===== src/rtl/lfsr_mon_pkg.sv =====
// Shared types and constants for the LFSR period monitor: FSM state encoding, error codes, counter limit.
// Pure declarations, no logic; imported by the monitor top and its period counter.
package lfsr_mon_pkg;

  typedef enum logic [2:0] {
    ST_IDLE    = 3'd0,
    ST_LOAD    = 3'd1,
    ST_CAPTURE = 3'd2,
    ST_COUNT   = 3'd3,
    ST_DONE    = 3'd4,
    ST_ERROR   = 3'd5
  } state_e;

  localparam logic [1:0] ERR_NONE    = 2'b00;
  localparam logic [1:0] ERR_LOCKUP  = 2'b01;
  localparam logic [1:0] ERR_TIMEOUT = 2'b10;

  localparam int         CNT_W   = 5;
  localparam logic [4:0] MAX_CNT = 5'd31;

endpackage


===== src/rtl/lfsr_period_monitor_period_counter.sv =====
// Saturating 5-bit cycle counter with clear-to-0, init-to-1 and at_max flag.
// Single-cycle update; no backpressure, inc at MAX_CNT holds the value instead of wrapping.
module period_counter
  import lfsr_mon_pkg::*;
(
  input  logic             clk,
  input  logic             reset,
  input  logic             clr,
  input  logic             init,
  input  logic             inc,
  output logic [CNT_W-1:0] cnt,
  output logic             at_max
);

  always_ff @(posedge clk) begin
    if (reset) begin
      cnt <= '0;
    end else if (clr) begin
      cnt <= '0;
    end else if (init) begin
      cnt <= 5'd1;
    end else if (inc && (cnt != MAX_CNT)) begin
      cnt <= cnt + 5'd1;
    end
  end

  assign at_max = (cnt == MAX_CNT);

endmodule


===== src/rtl/lfsr_period_monitor.sv =====
// Loads a seed into an external 4-bit LFSR and measures its period; LFSR_MON_LOCKUP_EN adds an all-zero lockup check.
// done arrives period+3 cycles after an accepted start; start while busy is dropped, never queued.
module lfsr_period_monitor
  import lfsr_mon_pkg::*;
(
  input  logic       clk,
  input  logic       reset,
  input  logic       start,
  input  logic [3:0] seed_in,
  input  logic [3:0] lfsr_q,
  output logic       lfsr_sel,
  output logic [3:0] lfsr_seed,
  output logic       busy,
  output logic       done,
  output logic       err,
  output logic [1:0] err_code,
  output logic [4:0] period
);

  localparam logic [2:0] S_IDLE    = ST_IDLE;
  localparam logic [2:0] S_LOAD    = ST_LOAD;
  localparam logic [2:0] S_CAPTURE = ST_CAPTURE;
  localparam logic [2:0] S_COUNT   = ST_COUNT;
  localparam logic [2:0] S_DONE    = ST_DONE;
  localparam logic [2:0] S_ERROR   = ST_ERROR;

  logic [2:0]       state_q;
  logic [2:0]       state_d;
  logic [3:0]       seed_q;
  logic [3:0]       ref_q;
  logic [CNT_W-1:0] cnt;
  logic             at_max;

  logic accept;
  logic lockup_hit;
  logic match_hit;
  logic timeout_hit;
  logic cnt_clr;
  logic cnt_init;
  logic cnt_inc;

  assign accept = (state_q == S_IDLE) && start;

`ifdef LFSR_MON_LOCKUP_EN
  assign lockup_hit = (state_q == S_CAPTURE) && (lfsr_q == 4'b0000);
`else
  assign lockup_hit = 1'b0;
`endif

  // Match wins over timeout when both are true on the same COUNT cycle.
  assign match_hit   = (state_q == S_COUNT) && (lfsr_q == ref_q);
  assign timeout_hit = (state_q == S_COUNT) && !match_hit && at_max;

  always_comb begin
    state_d  = state_q;
    cnt_clr  = 1'b0;
    cnt_init = 1'b0;
    cnt_inc  = 1'b0;
    case (state_q)
      S_IDLE: begin
        if (start) begin
          state_d = S_LOAD;
          cnt_clr = 1'b1;
        end
      end
      S_LOAD:    state_d = S_CAPTURE;
      S_CAPTURE: begin
        cnt_init = 1'b1;
        state_d  = lockup_hit ? S_ERROR : S_COUNT;
      end
      S_COUNT: begin
        if (match_hit) begin
          state_d = S_DONE;
        end else if (timeout_hit) begin
          state_d = S_ERROR;
        end else begin
          cnt_inc = 1'b1;
        end
      end
      S_DONE:  state_d = S_IDLE;
      S_ERROR: state_d = S_IDLE;
      default: state_d = S_IDLE;
    endcase
  end

  always_ff @(posedge clk) begin
    if (reset) begin
      state_q  <= S_IDLE;
      seed_q   <= 4'b0000;
      ref_q    <= 4'b0000;
      err_code <= ERR_NONE;
      period   <= 5'd0;
    end else begin
      state_q <= state_d;
      if (accept) begin
        seed_q   <= seed_in;
        err_code <= ERR_NONE;
        period   <= 5'd0;
      end
      if (state_q == S_CAPTURE) begin
        ref_q <= lfsr_q;
      end
      if (lockup_hit) begin
        err_code <= ERR_LOCKUP;
      end
      if (match_hit) begin
        period <= cnt;
      end
      if (timeout_hit) begin
        err_code <= ERR_TIMEOUT;
      end
    end
  end

  period_counter u_period_counter (
    .clk    (clk),
    .reset  (reset),
    .clr    (cnt_clr),
    .init   (cnt_init),
    .inc    (cnt_inc),
    .cnt    (cnt),
    .at_max (at_max)
  );

  assign busy      = (state_q != S_IDLE);
  assign lfsr_sel  = (state_q == S_LOAD);
  assign lfsr_seed = lfsr_sel ? seed_q : 4'b0000;
  assign done      = (state_q == S_DONE);
  assign err       = (state_q == S_ERROR);

endmodule

===== config.mk =====
export PLATFORM = sky130hd
export DESIGN_NAME = lfsr_period_monitor
export DESIGN_NICKNAME = d
export VERILOG_FILES = /design/src/rtl/lfsr_mon_pkg.sv /design/src/rtl/lfsr_period_monitor_period_counter.sv /design/src/rtl/lfsr_period_monitor.sv
export SDC_FILE = /design/constraint.sdc
export NUM_CORES = 1
export LEC_CHECK = 0
export CAP_MARGIN = 0
export CORE_UTILIZATION = 47
export DETAILED_ROUTE_END_ITERATION = 8
export PLACE_DENSITY = 0.78
export SLEW_MARGIN = 0
export SYNTH_ARGS = -nofsm -noshare
export SYNTH_HDL_FRONTEND = slang
export SYNTH_SLANG_ARGS = --single-unit

===== constraint.sdc =====
create_clock -name clk -period 2.6 [get_ports clk]
set_input_delay 0.52 -clock clk [delete_from_list [all_inputs] [get_ports clk]]
set_output_delay 0.52 -clock clk [all_outputs]
set_load 0.02 [all_outputs]

### Yosys cells after proc, flatten, opt, wreduce, memory -nomap -nowiden

Index checks and enable logic that the tools add are counted.

| operators by class | value |
|---|---|
| $add $sub $neg | 1 |
| multipliers | 0 |
| div/mod/pow operators | 0 |
| $lt $le $gt $ge | 0 |
| eq/ne operators | 10 |
| shift operators | 0 |
| multiplexer cells | 17 |
| bitwise gates (word level) | 0 |
| reduce and logical (&&, ||, !) cells | 14 |

Operator list:

| cell | count |
|---|---|
| one-hot mux 3 bit (4 select lines) | 1 |
| 2-to-1 mux 5 bit | 2 |
| 2-to-1 mux 3 bit | 3 |
| 2-to-1 mux 1 bit | 8 |
| == test 3 x 2 -> 1 bit (second input constant) | 2 |
| == test 3 bit (second input constant) | 2 |
| nonzero test 2 bit | 3 |
| adder 5 x 1 -> 5 bit (second input constant) | 1 |
| == test 5 bit (second input constant) | 1 |
| logical AND 1 bit | 5 |
| != test 5 bit (second input constant) | 1 |
| == test 4 bit | 1 |
| 2-to-1 mux 2 bit | 2 |
| 2-to-1 mux 4 bit | 1 |
| == test 3 x 1 -> 1 bit (second input constant) | 1 |
| logical NOT 3 bit | 1 |
| != test 3 bit (second input constant) | 1 |
| nonzero test 3 bit | 1 |
| OR reduction 3 bit | 1 |
| != test 2 bit (second input constant) | 1 |
| AND reduction 2 bit | 1 |
| OR reduction 2 bit | 1 |
| logical NOT 1 bit | 1 |

| word-level totals | value |
|---|---|
| flip-flop bits (word level) | 22 |
| bits in latches | 0 |
| RAM bits | 0 |
| bits in read-only memories | 0 |
| input port bits | 11 |
| output and inout port bits | 15 |
| logic and storage cells | 49 |
| memories | 0 |

### Longest topological paths before layout

| logic depth | value |
|---|---|
| depth in word-level cells | 11 |
| depth in mapped cells | 7 |
| gate-level depth less buffers | 7 |

### Cells and area by module

From an unflattened synthesis, not the netlist that was laid out.

| unflattened totals | value |
|---|---|
| cell total of the unflattened synthesis | 111 |
| area, all modules | 1049.8 sq um |

By module, submodules not included:

| module | instances | cells each | area an instance (sq um) | sequential area each (sq um) |
|---|---|---|---|---|
| lfsr_period_monitor | 1 | 84 | 805.8 | 340.3 |
| period_counter | 1 | 27 | 244.0 | 100.1 |

### Least setup slack after synthesis

Ideal clock, no wire load.

| timing path | value |
|---|---|
| path kind | register to output |
| from | reg state_q[0] |
| to | out lfsr_seed[0] |
| arrival time | 1484 ps |
| data required time | 2080 ps |
| setup slack | 596 ps |
| cell stages (with the launch flop) | 4 |
| path buffers | 1 |
| path through | dfxtp_1 buf_2 nor3b_1 and2_1 |

| on the way | value |
|---|---|
| longest elaborated chain between the ends | 2 |

Ends and longest elaborated chain:

| element | line | text |
|---|---|---|
| start: declaration | lfsr_period_monitor.sv:27 | `logic [2:0] state_q;` |
| start signal: assignment | lfsr_period_monitor.sv:94 | `state_q <= state_d;` |
| == test 3 x 1 -> 1 bit | lfsr_period_monitor.sv:126 | `assign lfsr_sel = (state_q == S_LOAD);` |
| named net lfsr_sel | lfsr_period_monitor.sv:11 | `output logic lfsr_sel,` |
| 2-to-1 mux 4 bit | lfsr_period_monitor.sv:127 | `assign lfsr_seed = lfsr_sel ? seed_q : 4'b0000;` |
| end: declaration | lfsr_period_monitor.sv:12 | `output logic [3:0] lfsr_seed,` |

The timed path passes the listed nets, and every way through them passes these cells.

### Worst setup path in the final report

| timing path | value |
|---|---|
| from | reg state_q[0] |
| to | out lfsr_seed[3] |

| on the way | value |
|---|---|
| longest elaborated chain between the ends | 2 |

Ends and longest elaborated chain:

| element | line |
|---|---|
| == test 3 x 1 -> 1 bit | lfsr_period_monitor.sv:126 |
| 2-to-1 mux 4 bit | lfsr_period_monitor.sv:127 |

No other way between the ends.

==> results_dict.tcl <==
set metrics [dict create \
    skew_ns 0.00541 \
    numCtsBuffers 3 \
    slew-limit-headroom_pct 62.2 \
    drtIter0Drc 16 \
    min_delay_worst_endpoint "seed_q[3]" \
    antenna_found_initial 0 \
    postPlaceCellArea_mm2 0.00130 \
    worstReg2RegStart "u_period_counter.cnt[0]" \
    io_buffer_count 24 \
    synth_cells 118 \
    start_util_pct 51.7 \
    routedWlPerCell_um 12.8 \
    arrival_ns 1.85 \
    tightest_slew_ns 0.565 \
    worst-path-buf-inv 1 \
    area_delta_synth_final_pct 30.3 \
    drt_pass1_iterations 4 \
    die_x_um 49.1 \
    min-delay-start "seed_q[3]" \
    final-setup-viol-count 0 \
    rsz0062_at_grt "false" \
    post-route-period-util_pct 91.0 \
    fin_crit_ns 2.37 \
    wl_um 2160 \
    synth_top_area_share_pct 42.2 \
    synth_ff_type "dfxtp_1" \
    rrSetupSlack_ns 0.54 \
    power_frac_comb_pct 18.4 \
    final_core_util_pct 67.3 \
    synth_area_mm2 0.00104 \
    vias_per_cell 5.38 \
    io_pins 26 \
    hold_path_depth 2 \
    p_per_area_mw_per_mm2 575 \
    async_flop_share_pct 0 \
    ant_nets 0 \
    cp_top_family "buffers and inverters" \
    r2r_end "u_period_counter.cnt[2]" \
    gr-total-overflow 0 \
    post-route-drc-count 0 \
    power_frac_seq_pct 47.8 \
    setup-tns-final_ns 0 \
    cts_tree "yes" \
    final_common_cell "clkdlybuf4s50_1" \
    ir_drop_v 0.000658 \
    final_cell_mix "clkdlybuf4s50_1, dfxtp_1, a21oi_1, nand2_1" \
    antenna_cells 0 \
    clock-sinks 22 \
    rr_worst_depth 7 \
    p_int_w 0.000575 \
    critPathSlowestCell "clkdlybuf4s50_1" \
    grt_pass1_vias 837 \
    fin_area_mm2 0.00136 \
    clk_latency_ns 0.32 \
    holdBufCountCts 0 \
    cap_violations 0 \
    grt_usage_pct 21.1 \
    synth_area_leaders "dfxtp_1, a21oi_1, nand2_1, mux2i_1, nand3_1" \
    yosys_register_bits 22 \
    clk_pin_slew_ns 0.13 \
    grt_pass1_wl_um 3860 \
    fmax_mhz 423 \
    hold_viol 0 \
    hpwl_um 1590 \
    critPathRequiredTime_ns 2.08 \
    synth_nets 131 \
    routabilityCongestion 0.806 \
    crit_path_cell_trace "nor3b_2, and2_1, clkdlybuf4s50_1" \
    post_cts_buffers 0 \
    core_mm2 0.00202 \
    ys_warn_count 0 \
    nNetsFinal 155 \
    synth.avg_cell_area_um2 8.85 \
    dieArea_mm2 0.00242 \
    power_switching_share_pct 26.6 \
    yosysSeqAreaShare_pct 42.2 \
    crit_type "reg2out" \
    synth_edf_count 0 \
    pwr-share-clk_pct 33.9 \
    power_leakage_nw 0.511 \
    crit_path_start "state_q[0]" \
    layout-drive-gt1-share_pct 8.51 \
    cts_root_buffer "clkbuf_4" \
    clockBufferDepth 2 \
    num_rows 16 \
    grt_max_degree 19 \
    synth_top_area_cell "dfxtp_1" \
    n_fill_cell 187 \
    drv_slew 0 \
    synth_cell_types 35 \
    vias 904 \
    cp_slowest_stage_delay_ns 0.60 \
    outcome "finished, final reports clean" \
    hold_path.class "reg2reg" \
    htree_levels 1 \
    power_w 0.000782 \
    p_sw_w 0.000208 \
    crit_path_max_fanout 11 \
    cp-start-kind "flip-flop" \
    die_y_um 49.1 \
    cp-end-kind "primary output" \
]
==> final cells by class <==
class	count	area [um^2]	share of cell area (%)
inverter	2	7.51	0.551
clock inverter	1	30.0	2.21
tap	27	33.8	2.48
timing repair buffer	27	263	19.3
sequential	22	442	32.4
clock buffer	3	22.5	1.65
multi-input combinational	86	563	41.4
==> cell families (layout without fill, tap and decap cells) <==
family,Yosys count,in the layout,share of synthesized area (%)
flip-flops,22,22,42.2
buffers and inverters,10,33,4.43
multiplexers,4,4,3.83
adder cells (fa/ha/maj),2,2,2.39
XOR/XNOR,5,5,4.19
other,1,1,0.359
AND/OR/NAND/NOR,47,47,24.8
AO/OA/AOI/OAI,27,27,17.8
==> power groups by stage <==
stage                     Combinational, W  Sequential, W  Clock, W
final                             0.000144       0.000374  0.000265
after global routing              0.000161       0.000377  0.000285
after CTS                         0.000144       0.000373  0.000268
after detailed placement          0.000143       0.000380         0
after global placement            0.000139       0.000378         0
after floorplan                   0.000104       0.000368         0
==> timing repair <==
action,CTS,global route
cloned,0,0
endpoints found under the setup margin,4,4
gates resized for setup,1,1
==> per-layer routing <==
layer  part of all wire, %  vias up  GRT usage, %
li1                      -      462             -
met1                    46      415          26.6
met2                    48       23          35.2
met3                   4.0        4          3.74
met4                   1.9        0          8.82
met5                     0        -             0
==> through the flow <==
stage | instances | hold slack [ns] | worst slack, ns
finish | 168 | 0.463 | 0.235
global route | 168 | 0.498 | 0.0941
CTS | 168 | 0.466 | 0.106
detailed placement | 164 | 0.449 | 0.311
global placement | 164 | 0.438 | 0.341
floorplan | 118 | 0.432 | 0.596
==> registers in the layout (all words and copies together), names as in the netlist <==
signal	count
period	5
u_period_counter.cnt	5
ref_q	4
seed_q	4
state_q	3
err_code	1
==> tightest hold or removal path: cells and delay by family (launching register included) <==
kind,cells,cell delay (ns)
DFF,1,0.33
and+or+nand+nor,1,0.05
AOI/OAI and AO/OA,1,0.05
==> cell usage after synthesis (2+ instances only) <==
cell,n
dfxtp_1,22
a21oi_1,13
nand2_1,11
nand3_1,8
nor2_1,8
o211ai_1,5
and2_1,4
buf_2,4
mux2i_1,4
xor2_1,4
nor3b_1,3
o21ai_0,3
or3_1,3
and3b_1,2
clkbuf_1,2
ha_1,2
inv_1,2
==> how the worst max path moves through the flow <==
stage,to,cells past startpoint,slack (ns)
finish,lfsr_seed[3],3,0.23
global route,lfsr_seed[1],3,0.09
global placement,period[2],5,0.34
detailed placement,period[4],5,0.31
CTS,lfsr_seed[0],3,0.11
floorplan,lfsr_seed[0],3,0.60
No activity file was read; power rests on OpenSTA's default activity.
